--- config.mk ---
export PLATFORM = sky130hd
export DESIGN_NAME = csr_counter_bank
export DESIGN_NICKNAME = d
export VERILOG_FILES = /design/src/rtl/csr_counter_bank.sv
export SDC_FILE = /design/constraint.sdc
export NUM_CORES = 1
export LEC_CHECK = 0
export CORE_UTILIZATION = 30
export DETAILED_ROUTE_END_ITERATION = 7
export GPL_ROUTABILITY_DRIVEN = 0
export PLACE_DENSITY = 0.53
export SETUP_SLACK_MARGIN = 0.1
export SLEW_MARGIN = 10
export SYNTH_ARGS = -nofsm -noshare
export SYNTH_HDL_FRONTEND = slang
export SYNTH_SLANG_ARGS = --single-unit
--- constraint.sdc ---
create_clock -name clk_i -period 24 [get_ports clk_i]
set_input_delay 7.2 -clock clk_i [delete_from_list [all_inputs] [get_ports clk_i]]
set_output_delay 7.2 -clock clk_i [all_outputs]
set_load 0.02 [all_outputs]
--- src/rtl/csr_counter_bank.sv ---
// csr_counter_bank: bank of NUM_CNT event counters (cycle/instret/hpm style).
// Each counter is read and modified through the CSR port as two XLEN-bit
// halves, using write / set / clear ops that mirror CSRRW / CSRRS / CSRRC.
// Optional build macro CSR_CNT_OVF_EN adds sticky per-counter wrap flags
// (ovf_o), their clear strobes (ovf_clr_i) and an OR-reduced interrupt
// (ovf_irq_o). With the macro undefined, none of that logic or those ports exist.
module csr_counter_bank #(
    parameter int unsigned NUM_CNT   = 4,
    parameter int unsigned XLEN      = 32,
    parameter int unsigned CNT_WIDTH = 64,
    parameter logic [CNT_WIDTH-1:0] RESET_VALUE = '0,
    localparam int unsigned SEL_W    = (NUM_CNT > 1) ? $clog2(NUM_CNT) : 1
) (
    input  logic               clk_i,
    input  logic               rst_i,
    input  logic               csr_en_i,
    input  logic [1:0]         csr_op_i,
    input  logic [SEL_W-1:0]   csr_sel_i,
    input  logic               csr_hi_i,
    input  logic [XLEN-1:0]    csr_wdata_i,
    input  logic [NUM_CNT-1:0] inc_i,
    input  logic [NUM_CNT-1:0] inhibit_i,
`ifdef CSR_CNT_OVF_EN
    input  logic [NUM_CNT-1:0] ovf_clr_i,
    output logic [NUM_CNT-1:0] ovf_o,
    output logic               ovf_irq_o,
`endif
    output logic [XLEN-1:0]    csr_rdata_o
);

    // Bits held by the upper half; may be narrower than XLEN.
    localparam int unsigned HI_W = CNT_WIDTH - XLEN;

    localparam logic [1:0] OP_WRITE = 2'b01;
    localparam logic [1:0] OP_SET   = 2'b10;
    localparam logic [1:0] OP_CLEAR = 2'b11;

    logic [CNT_WIDTH-1:0] cnt_q [NUM_CNT];
    logic [CNT_WIDTH-1:0] cnt_d [NUM_CNT];

    logic                 sel_valid;
    logic [CNT_WIDTH-1:0] sel_cnt;
    logic [XLEN-1:0]      sel_half;
    logic [XLEN-1:0]      mod_half;
    logic [CNT_WIDTH-1:0] mod_cnt;
    logic                 mod_valid;
    logic [NUM_CNT-1:0]   mod_hit;

    // Fetch the selected counter; out-of-range indices read as zero.
    always_comb begin
        sel_valid = (32'(csr_sel_i) < NUM_CNT);
        sel_cnt   = '0;
        if (sel_valid) begin
            sel_cnt = cnt_q[csr_sel_i];
        end
    end

    // Pick the addressed half; the upper half is zero-extended to XLEN.
    always_comb begin
        if (csr_hi_i) begin
            sel_half = XLEN'(sel_cnt[CNT_WIDTH-1:XLEN]);
        end else begin
            sel_half = sel_cnt[XLEN-1:0];
        end
    end

    assign csr_rdata_o = sel_half;

    // Apply the CSR op to the selected half; the other half passes through untouched.
    always_comb begin
        mod_half = sel_half;
        case (csr_op_i)
            OP_WRITE: mod_half = csr_wdata_i;
            OP_SET:   mod_half = sel_half | csr_wdata_i;
            OP_CLEAR: mod_half = sel_half & ~csr_wdata_i;
            default:  mod_half = sel_half;
        endcase
        mod_cnt = sel_cnt;
        if (csr_hi_i) begin
            mod_cnt[CNT_WIDTH-1:XLEN] = mod_half[HI_W-1:0];
        end else begin
            mod_cnt[XLEN-1:0] = mod_half;
        end
    end

    assign mod_valid = csr_en_i && (csr_op_i != 2'b00) && sel_valid;

    // One-hot target of the modify, used to suppress that counter's increment.
    always_comb begin
        mod_hit = '0;
        for (int i = 0; i < NUM_CNT; i++) begin
            mod_hit[i] = mod_valid && (csr_sel_i == SEL_W'(i));
        end
    end

    // Next value per counter: a software modify takes priority over the event.
    always_comb begin
        for (int i = 0; i < NUM_CNT; i++) begin
            cnt_d[i] = cnt_q[i];
            if (mod_hit[i]) begin
                cnt_d[i] = mod_cnt;
            end else if (inc_i[i] && !inhibit_i[i]) begin
                cnt_d[i] = cnt_q[i] + CNT_WIDTH'(1);
            end
        end
    end

    // Counter storage with asynchronous reset to RESET_VALUE.
    always_ff @(posedge clk_i or posedge rst_i) begin
        if (rst_i) begin
            for (int i = 0; i < NUM_CNT; i++) begin
                cnt_q[i] <= RESET_VALUE;
            end
        end else begin
            for (int i = 0; i < NUM_CNT; i++) begin
                cnt_q[i] <= cnt_d[i];
            end
        end
    end

`ifdef CSR_CNT_OVF_EN
    logic [NUM_CNT-1:0] wrap;
    logic [NUM_CNT-1:0] ovf_q;

    // A wrap is a real increment from all-ones; writing all-ones alone does not count.
    always_comb begin
        wrap = '0;
        for (int i = 0; i < NUM_CNT; i++) begin
            wrap[i] = inc_i[i] && !inhibit_i[i] && !mod_hit[i] && (&cnt_q[i]);
        end
    end

    // Sticky flags: a wrap in the same cycle as a clear keeps the flag set.
    always_ff @(posedge clk_i or posedge rst_i) begin
        if (rst_i) begin
            ovf_q <= '0;
        end else begin
            ovf_q <= wrap | (ovf_q & ~ovf_clr_i);
        end
    end

    assign ovf_o     = ovf_q;
    assign ovf_irq_o = |ovf_q;
`endif

endmodule

### Word level (Yosys, flattened, before mapping)

Index checks and enable logic that the tools add are counted.

| word-level totals | value |
|---|---|
| input port bits | 48 |
| register bits after elaboration | 256 |

| cells by class | value |
|---|---|
| magnitude comparators | 1 |
| reductions and logical operators | 19 |
| add/subtract/negate cells | 4 |
| equality and inequality tests | 6 |
| bitwise logic cells | 4 |
| multiplexer cells | 15 |

Operators with widths:

| kind | number |
|---|---|
| $mux 64 | 10 |
| $add 64x1->64 const B | 4 |
| $bmux 64 s2 | 1 |
| $mux 32 | 3 |
| $pmux 32 s3 | 1 |
| $and 32x32->32 | 1 |
| $not 32->32 | 1 |
| $or 32x32->32 | 1 |
| $reduce_bool 2->1 | 5 |
| $logic_and 1x1->1 | 9 |
| $eq 2x2->1 const B | 4 |
| $eq 2x1->1 const B | 2 |
| $logic_not 1->1 | 4 |
| $ge 3x3->1 const B | 1 |
| $not 2->3 | 1 |
| $logic_not 2->1 | 1 |

### Logic depth before layout (Yosys ltp)

Gate-level depths: netlist (run 1).

| logic depth | value |
|---|---|
| word-level depth | 9 |
| gate-level depth with buffers | 9 |
| mapped depth without buffers | 7 |

### Worst setup path before layout (run 1)

OpenSTA, ideal clock, no wires.

| timing path | value |
|---|---|
| path kind | in2out |
| from | in csr_sel_i[0] |
| to | out csr_rdata_o[8] |
| stages on the path | 5 |
| arrival time | 9.028 ns |
| buffers on the path | 3 |
| slack | 7.772 ns |
| cells stage by stage | clkbuf_1 -> clkbuf_1 -> buf_2 -> mux4_1 -> mux2_2 |

| on the way | value |
|---|---|
| cells in the longest elaborated chain, start to end | 5 |

RTL lines:

| element | RTL line | text |
|---|---|---|
| from (decl) | 18 | `input logic [SEL_W-1:0] csr_sel_i,` |
| $not 2->3 (implied by the code) | 54 | `sel_cnt = cnt_q[csr_sel_i];` |
| $bmux 64 s2 | 54 |  |
| $mux 64 (implied by the code) (2 in a row) | 54 |  |
| $mux 32 | 60 | `if (csr_hi_i) begin` |
| to (decl) | 28 | `output logic [XLEN-1:0] csr_rdata_o` |

No other way between the ends. The select of a mux whose other input is x is not followed.

### Worst setup path in the final report (run 1)

Ends and elaborated chain as after synthesis.

==> results of run 1 <==
## critical path, cell delays in order
cell,delay (ns)
buf_4,0.47
buf_4,0.76
mux4_1,0.67
mux2_2,0.32
clkdlybuf4s50_1,0.55
## report_power, final
group	switching, W	internal (W)	total, W
Sequential	0.000263	0.000577	0.000840
Combinational	0.000299	0.000297	0.000597
Clock	0.000194	0.000280	0.000473
Total	0.000756	0.00115	0.00191
## cells in the mapped netlist (37+ instances only)
| library cell | number | area share |
|---|---|---|
| nand2_1 | 286 | 0.062 |
| dfrtp_1 | 256 | 0.37 |
| xnor2_1 | 166 | 0.084 |
| nor2_1 | 145 | 0.031 |
| o21ai_0 | 126 | 0.036 |
| nand3_1 | 88 | 0.025 |
| clkbuf_1 | 85 | 0.018 |
| xor2_1 | 81 | 0.041 |
| a21oi_1 | 80 | 0.023 |
| nand4_1 | 75 | 0.027 |
| mux4_2 | 63 | 0.082 |
| nor3_1 | 55 | 0.016 |
| mux2i_1 | 46 | 0.027 |
| and3_1 | 41 | 0.015 |
| mux2_2 | 37 | 0.024 |
## cells in the final DEF (no fill, tap or decap), drive strengths merged, types with 41 or more instances in the layout
master,count
nand3,90
clkdlybuf4s50,75
dfrtp,256
nor2,145
nand4,78
o21ai,129
mux2i,46
mux4,64
nor3,62
a21oi,80
nand2,286
xor2,81
xnor2,166
nor4,44
and3,41
clkbuf,44
## cell type report
| class | instances | area (um^2) | share of cell area |
|---|---|---|---|
| clock buffers | 44 | 832 | 0.0419 |
| repair buffers | 102 | 948 | 0.0477 |
| flip-flops and latches | 256 | 6410 | 0.322 |
| multi-input cells | 1524 | 10500 | 0.528 |
| inverters | 27 | 109 | 0.00548 |
| diodes | 1 | 2.50 | 0.000126 |
| clock inverters | 7 | 139 | 0.00699 |
| well taps | 756 | 946 | 0.0476 |
## path summary, 6_finish.rpt
check / startpoint / to / slack [ns]
worst max-delay path: csr_sel_i[0] / csr_rdata_o[8] / 6.75
worst min-delay path: cnt_q[127] / cnt_q[127] / 0.57
worst max register to register: cnt_q[149] / cnt_q[190] / 20.30
worst min register to register: cnt_q[127] / cnt_q[127] / 0.57
max in group asynchronous: rst_i / cnt_q[187] / 14.41
min in group asynchronous: rst_i / cnt_q[129] / 7.14
## logic make-up (layout without fill, tap and decap cells)
kind of cell / count (synthesis) / in the layout / synth area share
adder cells (fa/ha/maj): 4 / 4 / 0.00288
flip-flops: 256 / 256 / 0.369
multiplexers: 147 / 147 / 0.134
XOR/XNOR: 247 / 247 / 0.125
AO/OA/AOI/OAI: 281 / 281 / 0.0942
other: 0 / 1 / 0
buffers and inverters: 133 / 180 / 0.0305
AND/OR/NAND/NOR: 845 / 845 / 0.245
## metrics by stage
stage | instances | total power, W | worst slack (ns)
2_1_floorplan | 1913 | 0.00116 | 7.77
3_3_place_gp | 2665 | 0.00142 | 6.75
3_5_place_dp | 2665 | 0.00143 | 6.69
4_1_cts | 2716 | 0.00190 | 6.69
5_1_grt | 2716 | 0.00200 | 6.56
6_report | 2717 | 0.00191 | 6.75
## per-layer routing
layer  global-route usage  wire, um  vias up
met3               0.0243      5010      136
li1                     -         -     6910
met5                    0         0        -
met4               0.0892      2650        0
met2                0.373     32100      750
met1                0.309     28600     7851
==> results.txt, run 1 <==
----------------------------------------------------
[Synthesis]
  Number of synthesized flops with an enable pin ... 0
  Synth unique cells ... 56
  Part of the Yosys area used for sequential elements ... 0.369
  Cells after synthesis ... 1913
  Nets in the synthesized netlist ... 1965
  Post-synthesis cell area ... 17400 um^2
  Async set-or-reset flop fraction in the synthesized netlist ... 1.00
  Synth warnings ... 0
  Per-instance average area after synthesis ... 9.08 um^2
  Most used flip-flop cell after synthesis ... dfrtp_1
  #FFs+latches synth ... 256

[Setup path]
  Data required time at the worst endpoint ... 16.80 ns
  Sort of element at the end of the critical path ... output port
  Worst-path fanout max ... 42
  Worst EP arrival ... 10.05 ns
  Depth of the most critical reg-to-reg path ... 6
  Critical Path Start Type ... input pin
  Type of the worst setup path ... in -> out

[Global route]
  Vias in the first global route ... 15100
  Maximum number of pins on one net before global-route repair ... 119
  Antenna violations before repair ... 1
  Global-route wire length before repair ... 102000 um
  Leftover overflow at the end of global routing ... 0
  Tot GR Track Use ... 0.228

[STA]
  Worst clock skew on the final layout ... 0.0114 ns
  Final total negative setup slack ... 0 ns
  Period utilization ... 0.719
  Unrepaired setup endpoints after global routing ... false
  Final hold violation count ... 0
  Number of max-slew violations in the final report ... 0
  Endpoints failing setup ... 0
  WHS ... 0.574 ns
  Period minus WS final ... 17.25 ns
  Transition time of the tightest slew-check pin ... 1.25 ns
  Highest achievable clock rate ... 58.0 MHz
  Relative slew margins ... 0.157

[CTS]
  Max H-tree Level ... 1
  Source-to-sink clock delay at the later pin of the worst-skew pair ... 0.58 ns
  Total number of clock tree sinks ... 256
  CTS Buf Count ... 29
  Hold-fix buffer count after cts ... 0
  CTS tree ... built
  Buffer count from post-CTS setup fixing ... 0
  Root buffer cell ... clkbuf_16
  Clock tree buffer depth ... 3
  Reg clk slew, reported paths ... 0.06 ns
  Number of resized instances in the post-cts repair step ... 0

[Routing]
  Detailed router's first-iteration violation count ... 1639
  Antenna-violating nets left ... 0
  Mean routed wirelength per cell ... 25.2 um
  Vias ... 15600
  Remaining design rule violation count ... 0
  Final routed wirelength across all metal layers ... 68400 um
  DR pass1 iterations ... 5
  Post-DR vias/cell ... 5.76

[Die]
  Number of primary I/O pins ... 80
  Core Region ... 56800 um^2
  Horizontal die dimension ... 243 um
  Overall die height ... 243 um
  Standard-cell row count ... 87
  Starting density of the core ... 0.306
  Die outline area ... 58900 um^2

[Job]
  Maxcap violations ... 0

[Layout]
  Post-route cell area ... 19900 um^2
  Fillers ... 5905
  Final Net Count ... 1992
  Flip-flop count of the largest register after layout ... 256
  Share of cells above drive strength 1 ... 0.105
  Register name with the most flops ... cnt_q
  Area overhead of the layout relative to synthesis ... 14.4%
  Top flop regs ... cnt_q: 256 flops
  Core Util, Final ... 0.350

[Hold path]
  Class of the tightest hold or removal check ... reg -> reg
  Hold Path Stages ... 2

[Placement]
  Placed wire-length estimate after detailed placement ... 49600 um
  IO Port Bufs ... 79
  Post-detailed-placement cell area ... 18900 um^2

[Pwr]
  Worst-case vdd ir drop ... 0.0000522 V
  Power density over cell area ... 96.2 nW/um^2
  Leak Pwr ... 7.57 nW

[Status]
  Run status ... finished, final reports clean

----------------------------------------------------
Note: power is estimated with default switching activity, not from simulation.
==> run 2: changes to the inputs <==
==> constraint.sdc (replaced) <==
create_clock -name clk_i -period 17.05 [get_ports clk_i]
set_input_delay 5.115 -clock clk_i [delete_from_list [all_inputs] [get_ports clk_i]]
set_output_delay 5.115 -clock clk_i [all_outputs]
set_load 0.02 [all_outputs]
==> run 2 against run 1 <==
First-iteration DRC count grew 2.8%. Cell count is essentially flat. Utilization hardly changed. Global-route usage increased by 0.16 points. Via count rose by 0.19%. Wire length is 0.20% higher. Design area about the same. Combinational power rose by 42%. Clock power increased by 41%. Critical endpoint is now csr_rdata_o[26]. Sequential share of layout area hardly changed.
==> results.txt, run 2 (synthesis results as in run 1) <==
----------------------------------------------------
[CTS]
  CTS tree ... built (unchanged)
  Max H-tree Level ... 1 (unchanged)
  Root buffer cell ... clkbuf_16 (unchanged)
  Buffer count from post-CTS setup fixing ... 0 (unchanged)
  Reg clk slew, reported paths ... 0.07 ns (was 0.06 ns)
  Number of resized instances in the post-cts repair step ... 0 (unchanged)
  CTS Buf Count ... 30 (was 29)
  Source-to-sink clock delay at the later pin of the worst-skew pair ... 0.59 ns (was 0.58 ns)
  Total number of clock tree sinks ... 256 (unchanged)
  Hold-fix buffer count after cts ... 0 (unchanged)
  Clock tree buffer depth ... 3 (unchanged)

[Die]
  Horizontal die dimension ... 243 um (unchanged)
  Starting density of the core ... 0.306 (unchanged)
  Core Region ... 56800 um^2 (unchanged)
  Die outline area ... 58900 um^2 (unchanged)
  Overall die height ... 243 um (unchanged)
  Standard-cell row count ... 87 (unchanged)
  Number of primary I/O pins ... 80 (unchanged)

[Layout]
  Commonest cells after routing, fill and taps aside ... 284 x nand2_1, 256 x dfrtp_1, 166 x xnor2_1 (unchanged)
  Area overhead of the layout relative to synthesis ... 14.4% (about the same)
  Register area ... 6410 um^2 (unchanged)
  Area occupied by multi-input gates ... 10500 um^2 (unchanged)
  Final Net Count ... 1991 (was 1992)
  Fillers ... 5881 (was 5905)
  Flip-flop count of the largest register after layout ... 256 (unchanged)
  Total inserted antenna cells ... 0 (was 1)
  Most frequent standard cell in the layout excluding fill and tap cells ... nand2_1 (unchanged)
  Top flop regs ... cnt_q: 256 flops (unchanged)
  Register name with the most flops ... cnt_q (unchanged)
  Share of cells above drive strength 1 ... 0.107 (was 0.105)
  Post-route cell area ... 19900 um^2 (about the same)

[Setup path]
  Worst EP arrival ... 8.01 ns (was 10.05 ns)
  CP most frequent cell ... buf_4 (unchanged)
  Cell chain of the critical path ... buf_4, buf_4, mux4_2, mux2_2, clkdlybuf4s50_1 (was buf_4, buf_4, mux4_1, mux2_2, clkdlybuf4s50_1)
  Data required time at the worst endpoint ... 11.93 ns (was 16.80 ns)
  Largest incremental delay on the critical path ... 0.73 ns (was 0.76 ns)
  Critical Path Start Type ... input pin (unchanged)
  Number of buffers and inverters on the critical path ... 3 (unchanged)
  Type of the worst setup path ... in -> out (unchanged)
  Sort of element at the end of the critical path ... output port (unchanged)
  Start of the worst register-to-register path ... cnt_q[84] (was cnt_q[149])
  Crit-path slowest cell ... buf_4 (unchanged)
  Category of cells accounting for the largest share of critical-path delay ... buffers and inverters (unchanged)
  Depth of the most critical reg-to-reg path ... 6 (unchanged)
  R2R setup slack ... 13.44 ns (was 20.30 ns)
  Worst-path fanout max ... 38 (was 42)
  Endpoint of the most critical register-to-register path ... cnt_q[116] (was cnt_q[190])

[STA]
  Highest achievable clock rate ... 76.2 MHz
  Least setup slack across all paths after layout ... 3.92 ns (was 6.75 ns)
  Final total negative setup slack ... 0 ns (unchanged)
  Period minus WS final ... 13.13 ns
  Worst clock skew on the final layout ... 0.0236 ns (was 0.0114 ns)
  Endpoints failing setup ... 0 (unchanged)
  Transition time of the tightest slew-check pin ... 1.25 ns (about the same)
  Unrepaired setup endpoints after global routing ... false (unchanged)
  Relative slew margins ... 0.161 (was 0.157)
  WHS ... 0.591 ns (was 0.574 ns)
  Period utilization ... 0.770
  Final hold violation count ... 0 (unchanged)
  Number of max-slew violations in the final report ... 0 (unchanged)

[Global route]
  Vias in the first global route ... 15100 (about the same)
  Maximum number of pins on one net before global-route repair ... 142 (was 119)
  Tot GR Track Use ... 0.230 (was 0.228)
  Global-route wire length before repair ... 102000 um (about the same)
  Antenna violations before repair ... 2 (was 1)
  Leftover overflow at the end of global routing ... 0 (unchanged)

[Routing]
  Met1 Routed Length ... 28500 um (was 28600 um)
  Post-DR vias/cell ... 5.77 (was 5.76)
  Mean routed wirelength per cell ... 25.2 um (about the same)
  Vias ... 15700 (was 15600)
  Uppermost routed layer ... met5 (was met4)
  Antenna-violating nets left ... 0 (unchanged)
  Detailed router's first-iteration violation count ... 1685 (was 1639)
  Remaining design rule violation count ... 0 (unchanged)
  Final routed wirelength across all metal layers ... 68600 um (was 68400 um)
  Detailed-routed wire length on met2 ... 31900 um (was 32100 um)
  WL met3 ... 5390 um (was 5010 um)
  DR pass1 iterations ... 6 (was 5)

[Placement]
  Minimum setup slack after placement ... 3.90 ns (was 6.69 ns)
  Post-detailed-placement cell area ... 18900 um^2 (about the same)
  Placed wire-length estimate after detailed placement ... 49500 um (was 49600 um)
  IO Port Bufs ... 79 (unchanged)

[Pwr]
  Overall Power ... 0.00269 W (was 0.00191 W)
  Worst-case vdd ir drop ... 0.0000812 V (was 0.0000522 V)
  Power density over cell area ... 136 nW/um^2 (was 96.2 nW/um^2)
  Leak Pwr ... 7.58 nW (was 7.57 nW)

[Job]
  Maxcap violations ... 0 (unchanged)

[Hold path]
  Endpoint of the worst hold-timing path ... cnt_q[255] (was cnt_q[127])
  Hold Path Stages ... 2 (unchanged)
  Class of the tightest hold or removal check ... reg -> reg (unchanged)
  Start point of the worst min-delay path ... cnt_q[255] (was cnt_q[127])

[Status]
  Run status ... finished, final reports clean (unchanged)

----------------------------------------------------
## run 2: worst register-to-register path: cells and delay by family (launching register included)
kind / cells / cell delay [ns]
AOI/OAI and AO/OA: 1 / 0.08
DFF: 1 / 0.51
xor gates and xnor gates: 1 / 0.17
and+or+nand+nor: 4 / 2.70
## run 2: final cells by class
type | instances | area share
clock buffer | 43 | 0.0443
clock inverter | 10 | 0.00535
inverter | 27 | 0.00548
multi-input combinational | 1524 | 0.527
sequential | 256 | 0.322
tap | 756 | 0.0476
timing repair buffer | 100 | 0.0476
## run 2: per-stage QoR
stage                     cells   util
after detailed placement   2663  0.332
final                      2716  0.350
after global placement     2663  0.332
after floorplan            1913      -
after global routing       2716  0.350
after CTS                  2716  0.350
## run 2: per-layer routing
| layer | vias up | global-route usage |
|---|---|---|
| met2 | 772 | 0.375 |
| met1 | 7870 | 0.305 |
| li1 | 6888 | - |
| met5 | - | 0 |
| met3 | 145 | 0.0367 |
| met4 | 2 | 0.0873 |
## run 2: worst max path at each step
| stage | startpoint | to | slack, ns | depth (start not counted) |
|---|---|---|---|---|
| global route | csr_sel_i[0] | csr_rdata_o[8] | 3.75 | 5 |
| CTS | csr_sel_i[0] | csr_rdata_o[8] | 3.91 | 5 |
| floorplan | rst_i | cnt_q[0] | 4.89 | 1 |
| finish | csr_sel_i[0] | csr_rdata_o[26] | 3.92 | 5 |
| global placement | csr_sel_i[0] | csr_rdata_o[8] | 3.98 | 5 |
| detailed placement | csr_sel_i[0] | csr_rdata_o[8] | 3.90 | 5 |
## run 2: report_power, final
part | leakage [nW] | switching [W] | total (W) | internal (W)
combinational | 3.96 | 0.000427 | 0.000846 | 0.000419
clock | 0.488 | 0.000281 | 0.000667 | 0.000386
sequential | 3.13 | 0.000369 | 0.00118 | 0.000812
==> run 3: changes to the inputs <==
--- a/config.mk
+++ b/config.mk
@@ -8,7 +8,7 @@
 export CORE_UTILIZATION = 30
 export DETAILED_ROUTE_END_ITERATION = 7
 export GPL_ROUTABILITY_DRIVEN = 0
-export PLACE_DENSITY = 0.53
+export PLACE_DENSITY = 0.55
 export SETUP_SLACK_MARGIN = 0.1
 export SLEW_MARGIN = 10
 export SYNTH_ARGS = -nofsm -noshare
==> constraint.sdc (replaced) <==
create_clock -name clk_i -period 11.2 [get_ports clk_i]
set_input_delay 3.36 -clock clk_i [delete_from_list [all_inputs] [get_ports clk_i]]
set_output_delay 3.36 -clock clk_i [all_outputs]
set_load 0.02 [all_outputs]
==> run 3 against run 2 <==
Hold slack hardly changed. Flip-flop and latch count stayed put. Clock power up 48%. Largest cell class unchanged.
==> results.txt, run 3 (synthesis results as in run 1) <==
----------------------------------------------------
[CTS]
  Source-to-sink clock delay at the later pin of the worst-skew pair ... 0.59 ns (about the same)
  Number of resized instances in the post-cts repair step ... 0 (unchanged)
  Max H-tree Level ... 1 (unchanged)
  Total number of clock tree sinks ... 256 (unchanged)
  Reg clk slew, reported paths ... 0.06 ns (was 0.07 ns)
  Buffer count from post-CTS setup fixing ... 0 (unchanged)
  Clock tree buffer depth ... 3 (unchanged)
  Root buffer cell ... clkbuf_16 (unchanged)
  CTS tree ... built (unchanged)
  CTS Buf Count ... 30 (unchanged)
  Hold-fix buffer count after cts ... 0 (unchanged)

[Setup path]
  Depth of the most critical reg-to-reg path ... 6 (unchanged)
  Cell chain of the critical path ... buf_4, buf_12, mux4_1, mux2_2, clkdlybuf4s50_1 (was buf_4, buf_4, mux4_2, mux2_2, clkdlybuf4s50_1)
  Sort of element at the end of the critical path ... output port (unchanged)
  Critical Path Start Type ... input pin (unchanged)
  Endpoint of the most critical register-to-register path ... cnt_q[190] (was cnt_q[116])
  Largest incremental delay on the critical path ... 0.63 ns (was 0.73 ns)
  Worst EP arrival ... 5.88 ns (was 8.01 ns)
  Worst-path fanout max ... 37 (was 38)
  Crit-path slowest cell ... mux4_1 (was buf_4)
  R2R setup slack ... 7.62 ns (was 13.44 ns)
  Type of the worst setup path ... in -> out (unchanged)
  Data required time at the worst endpoint ... 7.84 ns (was 11.93 ns)
  Start of the worst register-to-register path ... cnt_q[149] (was cnt_q[84])

[Routing]
  Detailed router's first-iteration violation count ... 1616 (was 1685)
  Post-DR vias/cell ... 5.77 (about the same)
  Remaining design rule violation count ... 0 (unchanged)
  Antenna-violating nets left ... 0 (unchanged)
  Vias ... 15700 (about the same)
  Final routed wirelength across all metal layers ... 67700 um (was 68600 um)
  DR pass1 iterations ... 5 (was 6)
  Mean routed wirelength per cell ... 24.9 um (was 25.2 um)

[Layout]
  Final Net Count ... 1990 (was 1991)
  Register name with the most flops ... cnt_q (unchanged)
  Area occupied by multi-input gates ... 10500 um^2 (about the same)
  Fillers ... 5861 (was 5881)
  Flip-flop count of the largest register after layout ... 256 (unchanged)
  Commonest cells after routing, fill and taps aside ... 284 x nand2_1, 256 x dfrtp_1, 166 x xnor2_1 (unchanged)
  Register area ... 6410 um^2 (unchanged)
  Core Util, Final ... 0.349 (was 0.350)
  Share of cells above drive strength 1 ... 0.104 (was 0.107)
  Area overhead of the layout relative to synthesis ... 14.3% (was 14.4%)
  Most frequent standard cell in the layout excluding fill and tap cells ... nand2_1 (unchanged)
  Top flop regs ... cnt_q: 256 flops (unchanged)
  Total inserted antenna cells ... 0 (unchanged)

[STA]
  Worst clock skew on the final layout ... 0.0237 ns (was 0.0236 ns)
  Period utilization ... 0.825
  Highest achievable clock rate ... 108 MHz
  Final total negative setup slack ... 0 ns (unchanged)
  Final hold violation count ... 0 (unchanged)
  Relative slew margins ... 0.163 (was 0.161)
  Period minus WS final ... 9.24 ns
  WHS ... 0.591 ns (about the same)
  Endpoints failing setup ... 0 (unchanged)
  Transition time of the tightest slew-check pin ... 1.25 ns (about the same)
  Unrepaired setup endpoints after global routing ... false (unchanged)
  Number of max-slew violations in the final report ... 0 (unchanged)

[Pwr]
  Power density over cell area ... 205 nW/um^2 (was 136 nW/um^2)
  Worst-case vdd ir drop ... 0.000120 V (was 0.0000812 V)
  Leak Pwr ... 7.56 nW (was 7.58 nW)
  Overall Power ... 0.00407 W (was 0.00269 W)

[Global route]
  Tot GR Track Use ... 0.226 (was 0.230)
  Antenna violations before repair ... 2 (unchanged)
  Vias in the first global route ... 15000 (was 15100)
  Leftover overflow at the end of global routing ... 0 (unchanged)
  Maximum number of pins on one net before global-route repair ... 164 (was 142)
  Global-route wire length before repair ... 101000 um (was 102000 um)

[Die]
  Starting density of the core ... 0.306 (unchanged)
  Core Region ... 56800 um^2 (unchanged)
  Overall die height ... 243 um (unchanged)
  Horizontal die dimension ... 243 um (unchanged)
  Standard-cell row count ... 87 (unchanged)
  Die outline area ... 58900 um^2 (unchanged)
  Number of primary I/O pins ... 80 (unchanged)

[Placement]
  IO Port Bufs ... 79 (unchanged)
  Placed wire-length estimate after detailed placement ... 48300 um (was 49500 um)

[Status]
  Run status ... finished, final reports clean (unchanged)

[Hold path]
  Hold Path Stages ... 2 (unchanged)
  Endpoint of the worst hold-timing path ... cnt_q[255] (unchanged)
  Start point of the worst min-delay path ... cnt_q[255] (unchanged)
  Class of the tightest hold or removal check ... reg -> reg (unchanged)

[Job]
  Maxcap violations ... 0 (unchanged)

----------------------------------------------------
run 3: layout make-up:
type / count / share of cell area
multi-input cells: 1524 / 0.528
flip-flops and latches: 256 / 0.323
well taps: 756 / 0.0477
clock buffers: 46 / 0.0455
clock inverters: 6 / 0.00277
repair buffers: 99 / 0.0479
inverters: 27 / 0.00548
run 3: worst max-delay path: cells and delay by family:
| family | cells | cell delay [ns] |
|---|---|---|
| muxes | 2 | 0.94 |
| buffers and inverters | 3 | 1.49 |
run 3: how the worst max path moves through the flow:
stage | start | endpoint | slack (ns) | depth (start not counted)
CTS | csr_sel_i[0] | csr_rdata_o[8] | 1.92 | 5
detailed placement | csr_sel_i[0] | csr_rdata_o[8] | 1.91 | 5
global placement | csr_sel_i[0] | csr_rdata_o[8] | 1.98 | 5
floorplan | rst_i | cnt_q[0] | 0.80 | 1
finish | csr_sel_i[0] | csr_rdata_o[8] | 1.96 | 5
global route | csr_sel_i[0] | csr_rdata_o[8] | 1.79 | 5
run 3: metal layers:
layer  track usage  part of all wire  vias to the layer above
li1              -                 -                     6909
met1         0.297              0.41                     7750
met2         0.362              0.46                      817
met3        0.0357             0.083                      193
met4         0.111             0.054                        2
met5             0           0.00019                        -
run 3: per-stage QoR:
stage	cell area (um^2)	cells	setup WS (ns)
6_report	19800	2714	1.96
5_1_grt	19800	2714	1.79
4_1_cts	19800	2714	1.92
3_5_place_dp	18900	2662	1.91
3_3_place_gp	18900	2662	1.98
2_1_floorplan	17400	1913	0.798
run 3: where the power goes:
part / internal (W) / switching [W] / leakage [nW] / total, W
Combinational: 0.000638 / 0.000646 / 3.96 / 0.00128
Sequential: 0.00124 / 0.000567 / 3.13 / 0.00180
Clock: 0.000570 / 0.000416 / 0.475 / 0.000987
